File: src/rtl/msk_aes128_ct_collector.sv
// ---------------------------------------------------------------------------
// msk_aes128_ct_collector
//
// Receive end of a masked AES-128 core. The core has no backpressure. When the
// core raises its one-cycle result strobe, this block captures the masked
// ciphertext shares into a small share FIFO. Captured blocks are offered
// downstream over a valid/ready handshake. Launch credits keep the number of
// started-but-unreturned blocks plus the number of stored blocks within DEPTH,
// so every result has a reserved slot.
//
// Shares are only moved and never recombined. Two paths are driven to zero:
// the output bus while the FIFO is empty, and each slot at the edge where it
// is popped. Unmasked data therefore never lingers in the datapath.
//
// Ports
//   clk                 in   1      clock, rising edge
//   nrst                in   1      asynchronous active-low reset
//   core_launch         in   1      core accepted a block this cycle
//   core_cipher_valid   in   1      core result strobe (one cycle)
//   core_sh_ciphertext  in   128*d  masked ciphertext, sampled on the strobe
//   launch_allow        out  1      upstream may start the core this cycle
//   out_valid           out  1      FIFO head valid
//   out_ready           in   1      downstream accepts the head
//   out_sh_ciphertext   out  128*d  head entry, all-zero when out_valid=0
//   occupancy           out  CW     entries stored
//   inflight            out  CW     launches not yet returned
//   err_overflow        out  1      sticky: strobe with FIFO full and no pop
//   err_credit          out  1      sticky: launch without credit, or strobe
//                                   with nothing in flight
// ---------------------------------------------------------------------------
module msk_aes128_ct_collector #(
  parameter int d     = 2,
  parameter int DEPTH = 2,
  parameter int CW    = $clog2(DEPTH + 1)
) (
  input  logic              clk,
  input  logic              nrst,
  input  logic              core_launch,
  input  logic              core_cipher_valid,
  input  logic [128*d-1:0]  core_sh_ciphertext,
  output logic              launch_allow,
  output logic              out_valid,
  input  logic              out_ready,
  output logic [128*d-1:0]  out_sh_ciphertext,
  output logic [CW-1:0]     occupancy,
  output logic [CW-1:0]     inflight,
  output logic              err_overflow,
  output logic              err_credit
);

  localparam int W  = 128 * d;
  localparam int PW = (DEPTH > 1) ? $clog2(DEPTH) : 1;

  localparam logic [CW-1:0] DEPTH_C = CW'(DEPTH);
  localparam logic [PW-1:0] LAST_C  = PW'(DEPTH - 1);

  // -------------------------------------------------------------------------
  // State
  // -------------------------------------------------------------------------
  logic [W-1:0]  mem_q [DEPTH];
  logic [PW-1:0] wr_ptr_q, wr_ptr_d;
  logic [PW-1:0] rd_ptr_q, rd_ptr_d;
  logic [CW-1:0] occ_q, occ_d;
  logic [CW-1:0] inf_q, inf_d;
  logic          err_ov_q, err_ov_d;
  logic          err_cr_q, err_cr_d;

  // -------------------------------------------------------------------------
  // Handshake decode
  // -------------------------------------------------------------------------
  logic full;
  logic empty;
  logic pop;
  logic push;
  logic allow;

  assign full  = (occ_q == DEPTH_C);
  assign empty = (occ_q == '0);
  assign pop   = !empty && out_ready;
  // A pop in the same cycle frees the head slot, so a strobe can land in a
  // full FIFO as long as downstream takes the head at that edge.
  assign push  = core_cipher_valid && (!full || pop);

  // Credit check from registered counters only. Same-cycle pops or strobes do
  // not widen the window. This keeps launch_allow free of any path from the
  // inputs.
  logic [CW:0] reserved;
  assign reserved = {1'b0, inf_q} + {1'b0, occ_q};
  assign allow    = (reserved < {1'b0, DEPTH_C});

  // -------------------------------------------------------------------------
  // Next-state logic
  // -------------------------------------------------------------------------
  always_comb begin
    // NOTE: every comb-assigned signal gets a default first so no path
    // through the block leaves it unassigned (which would infer a latch).
    wr_ptr_d = wr_ptr_q;
    rd_ptr_d = rd_ptr_q;
    occ_d    = occ_q;
    inf_d    = inf_q;
    err_ov_d = err_ov_q;
    err_cr_d = err_cr_q;

    if (push) begin
      wr_ptr_d = (wr_ptr_q == LAST_C) ? '0 : wr_ptr_q + PW'(1);
    end
    if (pop) begin
      rd_ptr_d = (rd_ptr_q == LAST_C) ? '0 : rd_ptr_q + PW'(1);
    end

    unique case ({push, pop})
      2'b10:   occ_d = occ_q + CW'(1);
      2'b01:   occ_d = occ_q - CW'(1);
      default: occ_d = occ_q;
    endcase

    // In-flight count saturates at both ends. This keeps a misbehaving
    // upstream from wrapping it. A launch and a return in the same cycle
    // cancel out.
    unique case ({core_launch, core_cipher_valid})
      2'b10:   inf_d = (inf_q == DEPTH_C) ? inf_q : inf_q + CW'(1);
      2'b01:   inf_d = (inf_q == '0)      ? inf_q : inf_q - CW'(1);
      default: inf_d = inf_q;
    endcase

    if (core_cipher_valid && full && !pop) begin
      err_ov_d = 1'b1;
    end
    if ((core_launch && !allow) || (core_cipher_valid && (inf_q == '0))) begin
      err_cr_d = 1'b1;
    end
  end

  // -------------------------------------------------------------------------
  // Control registers
  // -------------------------------------------------------------------------
  always_ff @(posedge clk or negedge nrst) begin
    // NOTE: sequential state uses non-blocking assignments so all registers
    // update together from pre-edge values, regardless of statement order.
    if (!nrst) begin
      wr_ptr_q <= '0;
      rd_ptr_q <= '0;
      occ_q    <= '0;
      inf_q    <= '0;
      err_ov_q <= 1'b0;
      err_cr_q <= 1'b0;
    end else begin
      wr_ptr_q <= wr_ptr_d;
      rd_ptr_q <= rd_ptr_d;
      occ_q    <= occ_d;
      inf_q    <= inf_d;
      err_ov_q <= err_ov_d;
      err_cr_q <= err_cr_d;
    end
  end

  // -------------------------------------------------------------------------
  // Share storage
  // -------------------------------------------------------------------------
  // NOTE: the storage array is reset on purpose. Masked shares must not
  // survive a reset. This forces flops rather than a RAM macro, which is
  // acceptable for a handful of entries.
  always_ff @(posedge clk or negedge nrst) begin
    if (!nrst) begin
      for (int i = 0; i < DEPTH; i++) begin
        mem_q[i] <= '0;
      end
    end else begin
      // The zeroise is written before the capture. When the FIFO is full and
      // a push and a pop happen together, wr_ptr equals rd_ptr. The later
      // assignment wins, so the freed slot keeps the new ciphertext.
      if (pop) begin
        mem_q[rd_ptr_q] <= '0;
      end
      if (push) begin
        mem_q[wr_ptr_q] <= core_sh_ciphertext;
      end
    end
  end

  // -------------------------------------------------------------------------
  // Outputs (all from registers)
  // -------------------------------------------------------------------------
  assign out_valid         = !empty;
  assign out_sh_ciphertext = out_valid ? mem_q[rd_ptr_q] : '0;
  assign launch_allow      = allow;
  assign occupancy         = occ_q;
  assign inflight          = inf_q;
  assign err_overflow      = err_ov_q;
  assign err_credit        = err_cr_q;

endmodule

File: config.mk
export PLATFORM = sky130hd
export DESIGN_NAME = msk_aes128_ct_collector
export DESIGN_NICKNAME = d
export VERILOG_FILES = /design/src/rtl/msk_aes128_ct_collector.sv
export SDC_FILE = /design/constraint.sdc
export NUM_CORES = 1
export LEC_CHECK = 0
export ABC_AREA = 1
export CORE_AREA = 8 8 181 268
export DETAILED_ROUTE_END_ITERATION = 6
export DIE_AREA = 0 0 189 276
export PLACE_DENSITY = 0.85
export SYNTH_ARGS = -nofsm -noshare
export SYNTH_HDL_FRONTEND = slang
export SYNTH_SLANG_ARGS = --single-unit
File: constraint.sdc
create_clock -name clk -period 3.7 [get_ports clk]
set_input_delay 0.74 -clock clk [delete_from_list [all_inputs] [get_ports clk]]
set_output_delay 0.74 -clock clk [all_outputs]
set_load 0.02 [all_outputs]
# == After elaboration in Yosys (flattened, before gate mapping) ==
# Index checks and enable logic that the tools add are counted.
# op_classes
n_addsub,7
order_cmp,5
bitwise_logic,4
n_reduce_logical,19
eq_ne,8
mux,17
# op_table
operator,count
2-to-1 mux 256 bit,6
2-to-1 mux 512 bit,2
bitwise AND 512 bit,1
bitwise mux 512 bit,1
demux 256 bit (select 1 bit),2
inverter 512 bit,1
"equality test 2 bit, second input constant",4
logical AND 1 bit,8
case mux 2 bit (2 select lines),2
"adder 2 x 1 -> 2 bit, second input constant",2
"equality test 2 x 1 -> 1 bit, second input constant",2
"greater-or-equal comparator 2 bit, second input constant",2
logical NOT 1 bit,4
logical NOT 2 bit,2
"< comparator 2 x 1 -> 1 bit, second input constant",2
2-to-1 mux 2 bit,2
"!= test 2 bit, second input constant",2
inverter 1 -> 2 bit,2
nonzero test 2 bit,2
"subtractor 2 x 1 -> 2 bit, second input constant",2
adder 2 x 2 -> 3 bit,1
"< comparator 3 x 2 -> 1 bit, second input constant",1
AND reduction 3 bit,1
"adder 1 bit, second input constant",2
other kinds (2),4
# word_totals
input_bits,261
out_inout_bits,264
reg_bits,520

# == Depth between registers and ports, before layout ==
# Gate-level depths: netlist of run 1.
# logic_depth
ltp_word,10
mapped_depth,8
depth_no_buf,8

# == Worst setup path before layout of run 1 ==
# No wires, ideal clock.
# synth_path
kind,reg2out
startpoint,reg rd_ptr_q
endpoint,out out_sh_ciphertext[115]
path_slack_ps,1445
path_stages_with_launch,7
arrival_time_ps,1515
required_time_ps,2960
path_cell_list,dfrtp_1 buf_2 clkinv_1 clkbuf_1 clkbuf_1 nand2_1 a21oi_1
# synth_via
elab_chain_cells,5
# synth_lines
element,line_no,text
from (decl),62,"logic [PW-1:0] rd_ptr_q, rd_ptr_d;"
from (signal assigned),149,rd_ptr_q <= rd_ptr_d;
inverter 1 -> 2 bit (not written as such),185,assign out_sh_ciphertext = out_valid ? mem_q[rd_ptr_q] : '0;
2-to-1 mux 256 bit (not written as such) (3 in a row),185,
2-to-1 mux 256 bit,185,
to (decl),44,"output logic [128*d-1:0] out_sh_ciphertext,"
# Every way passes these cells. The select of a mux whose other input is x is not followed.

# == Worst setup path after layout of run 1 ==
# layout_path
startpoint,reg rd_ptr_q
endpoint,out out_sh_ciphertext[32]
# Same word-level chain as after synthesis.

==> metrics, run 1 <==
status=finished clean; combinational fraction of design power=50.5%; GRT overflow=0; RR Endpoint=mem_q[127]$_DFF_PN0_; synth-to-layout area growth=30.51%; final hold vios=0; Critical Path RT=slightly below 3 ns; setup TNS=0 ns; drt total wl=80,980 um; Die W=189 um; post-place setup slack=0.7833 ns; Ports=roughly 530; fin crit share=94.93%; fmax=around 280 MHz; Worst R2R Setup Slack=roughly 1.2 ns; clk buf depth=3; slew at the pin closest to its max-slew limit=around 0.92 ns; YS warnings=0; post-cts gate resize count=0; worst hold margin=roughly 0.27 ns; gr busiest metal=met2; Syn Nets=3,401; Final GP Congestion=0.8999; Crit-path slowest cell=clkdlybuf4s50_1; Sw Ratio=a little over two fifths; peak fanout along the critical path=70; Mapped Cells=between 3k and 4k; clock network fraction of design power=17.1%; Die Area=52,160 sq um; Seq/Total Area, Yosys=53.88%; P_int=between 0.015 and 0.02 W; CTS root buffer=clkbuf_16; GRT Util Overall=30.16%; WL/cell=19.46 um; post-synthesis register bit count=520; post-route cell area=31,520 sq um; TritonCTS buffer count=48; Initial Util=~54%; Reg power frac=~32%; Reg area=between 10,000 and 15,000 sq um; Die Ht=276 um; drt drc=0; reg2reg start=occupancy[0]$_DFFE_PN0P_; Avg Cell Area, Syn=7.699 sq um; Clk Latency, worst-skew pair=~0.56 ns; htree depth=2; Slew HR=38.60%; NetSw=0.01343 W; Critical Path Max Stage Delay=0.69 ns; Multi-input gate area=9913 sq um; CTS tree=built; vias in the first global route=22.95k; Setup Viol. Count Final=0; R2R cell count=7; unrepaired setup endpoints after global routing=no; Nets=roughly 3.8k; Hold WC Path Type=in -> async; IO Port Bufs=about 520; Core Util, Final=between 70 and 80%; initial antenna violation count=37; minimum clock period=between 3 and 4 ns; HPWL after detailed placement=slightly above 50,000 um; fill count=roughly 3.4k; post-CTS setup buffers=0; largest net degree at the start of global routing=approximately 130; Setup crit end kind=output pin; clock slew at reported path FFs=0.07 ns; P_leak=14.51 nW; max-slew violations=0; mux cell area share after synthesis=0%; worst vdd ir=0.0007303 V; vias per cell=5.613; post-synthesis compound-gate area fraction=10.72%; crit path launch type=register; cell breakdown of the critical path=buf_4 > nand2_1 > a21oi_1 > clkdlybuf4s50_1; power per cell area=988.0 nW/um^2; drt initial violations=2,393; FP Rows=95; dpl cell area=29,730 sq um; fraction of the mapped netlist area in adder cells=less than 1%; clock sinks=520; first-pass GRT wire length=approximately 130,000 um; Synth Area in XOR/XNOR=0.03627%; maxcap violations=0; core area=44,570 sq um; met1 Use GR=36.06%; CTS Hold Bufs=0; vias=23.36k; cell area after synthesis=24,150 sq um; GRT met3 Usage=6.653%; cell family with most CP delay=buffers and inverters; post-route setup slack=0.1876 ns; first drt pass iteration count=6; DRT antenna net count=0; CP Class=reg -> out; Arr. time, crit path=~2.8 ns; share of cells above drive strength 1=under 10%; Simple-Gate Fraction of Synth Area=29.99%; main combinational cell family by area after synthesis=simple AND/OR/NAND/NOR gates; worst path bufs/invs=2; synth unique cells=25; met2 usage=48.21%; Clock Skews=0.01953 ns
-- sequential cells by signal (all words and copies together), names as in the netlist --
name / cells
occupancy: 2
inflight: 2
mem_q: 512
wr_ptr_q: 1
rd_ptr_q: 1
err_overflow: 1
err_credit: 1
-- cells in the mapped netlist (all sizes together) --
cell type	count	share of area, %
nor2	3	0.12
o21ai	256	5.3
nand2	1561	24
fa	1	0.083
dfrtp	520	54
nand3b	1	0.031
inv	12	0.19
xor2	1	0.036
nand3	265	5.5
a21oi	257	5.3
o21bai	1	0.031
ha	2	0.10
clkbuf	88	1.4
buf	165	3.6
clkinv	1	0.016
or2	1	0.026
o31ai	2	0.062
-- worst max path at each step --
stage / from / end / slack, ns / depth (start not counted)
finish: rd_ptr_q$_DFFE_PN0N_ / out_sh_ciphertext[32] / 0.19 / 4
global route: rd_ptr_q$_DFFE_PN0N_ / out_sh_ciphertext[46] / 0.13 / 4
CTS: rd_ptr_q$_DFFE_PN0N_ / out_sh_ciphertext[208] / 0.18 / 5
detailed placement: rd_ptr_q$_DFFE_PN0N_ / out_sh_ciphertext[110] / 0.78 / 5
global placement: rd_ptr_q$_DFFE_PN0N_ / out_sh_ciphertext[110] / 0.78 / 5
floorplan: rd_ptr_q$_DFFE_PN0N_ / out_sh_ciphertext[115] / 1.44 / 6
-- power groups by stage --
stage | combinational [W] | clock (W) | sequential, W
2_1_floorplan | 0.00936 | 0 | 0.00965
3_3_place_gp | 0.0153 | 0 | 0.0100
3_5_place_dp | 0.0156 | 0 | 0.0101
4_1_cts | 0.0157 | 0.00539 | 0.0101
5_1_grt | 0.0170 | 0.00560 | 0.0104
6_report | 0.0157 | 0.00531 | 0.0101
-- metal layers --
metal,vias to the layer above,share of wire [%]
li1,10844,-
met1,11081,36
met2,1180,48
met3,254,8.6
met4,2,7.2
met5,-,0.016
-- layout make-up --
class | instances | share of cell area (%)
sequential | 520 | 41.29
multi-input combinational | 2351 | 31.45
timing repair buffer | 574 | 19.08
clock buffer | 74 | 4.632
tap | 582 | 2.310
clock inverter | 12 | 0.7463
antenna | 36 | 0.2858
inverter | 13 | 0.2024
-- through the flow --
step                      std cells  power (W)
after detailed placement       4040    0.02573
after global routing           4161    0.03300
final                          4162    0.03114
after global placement         4040    0.02539
after floorplan                3137    0.01900
after CTS                      4126    0.03120
-- cells in the final DEF (no fill, tap or decap), drive strengths merged, types with 2 or more instances in the layout --
cell type	count
buf	51
clkdlybuf4s50	523
nand2	1561
clkinv	5
ha	2
o31ai	2
a21oi	257
o21ai	256
bufinv	7
inv	13
nor2	3
dfrtp	520
diode	36
nand3	265
clkbuf	74
-- kinds of logic (layout without fill, tap and decap cells) --
| family | count (synthesis) | in the layout |
|---|---|---|
| AOI/OAI and AO/OA | 516 | 516 |
| and+or+nand+nor | 1831 | 1831 |
| buffers and inverters | 266 | 673 |
| adders and majority gates | 3 | 3 |
| xor gates and xnor gates | 1 | 1 |
| other | 0 | 36 |
| DFF | 520 | 520 |
Power figures use the tool's default switching activity.
==> run 2, diff against run 1 <==
- CAP_MARGIN: unset -> 20
==> results of run 2 <==
Same layout as run 1: the final DEF is identical, and so are final timing and power.
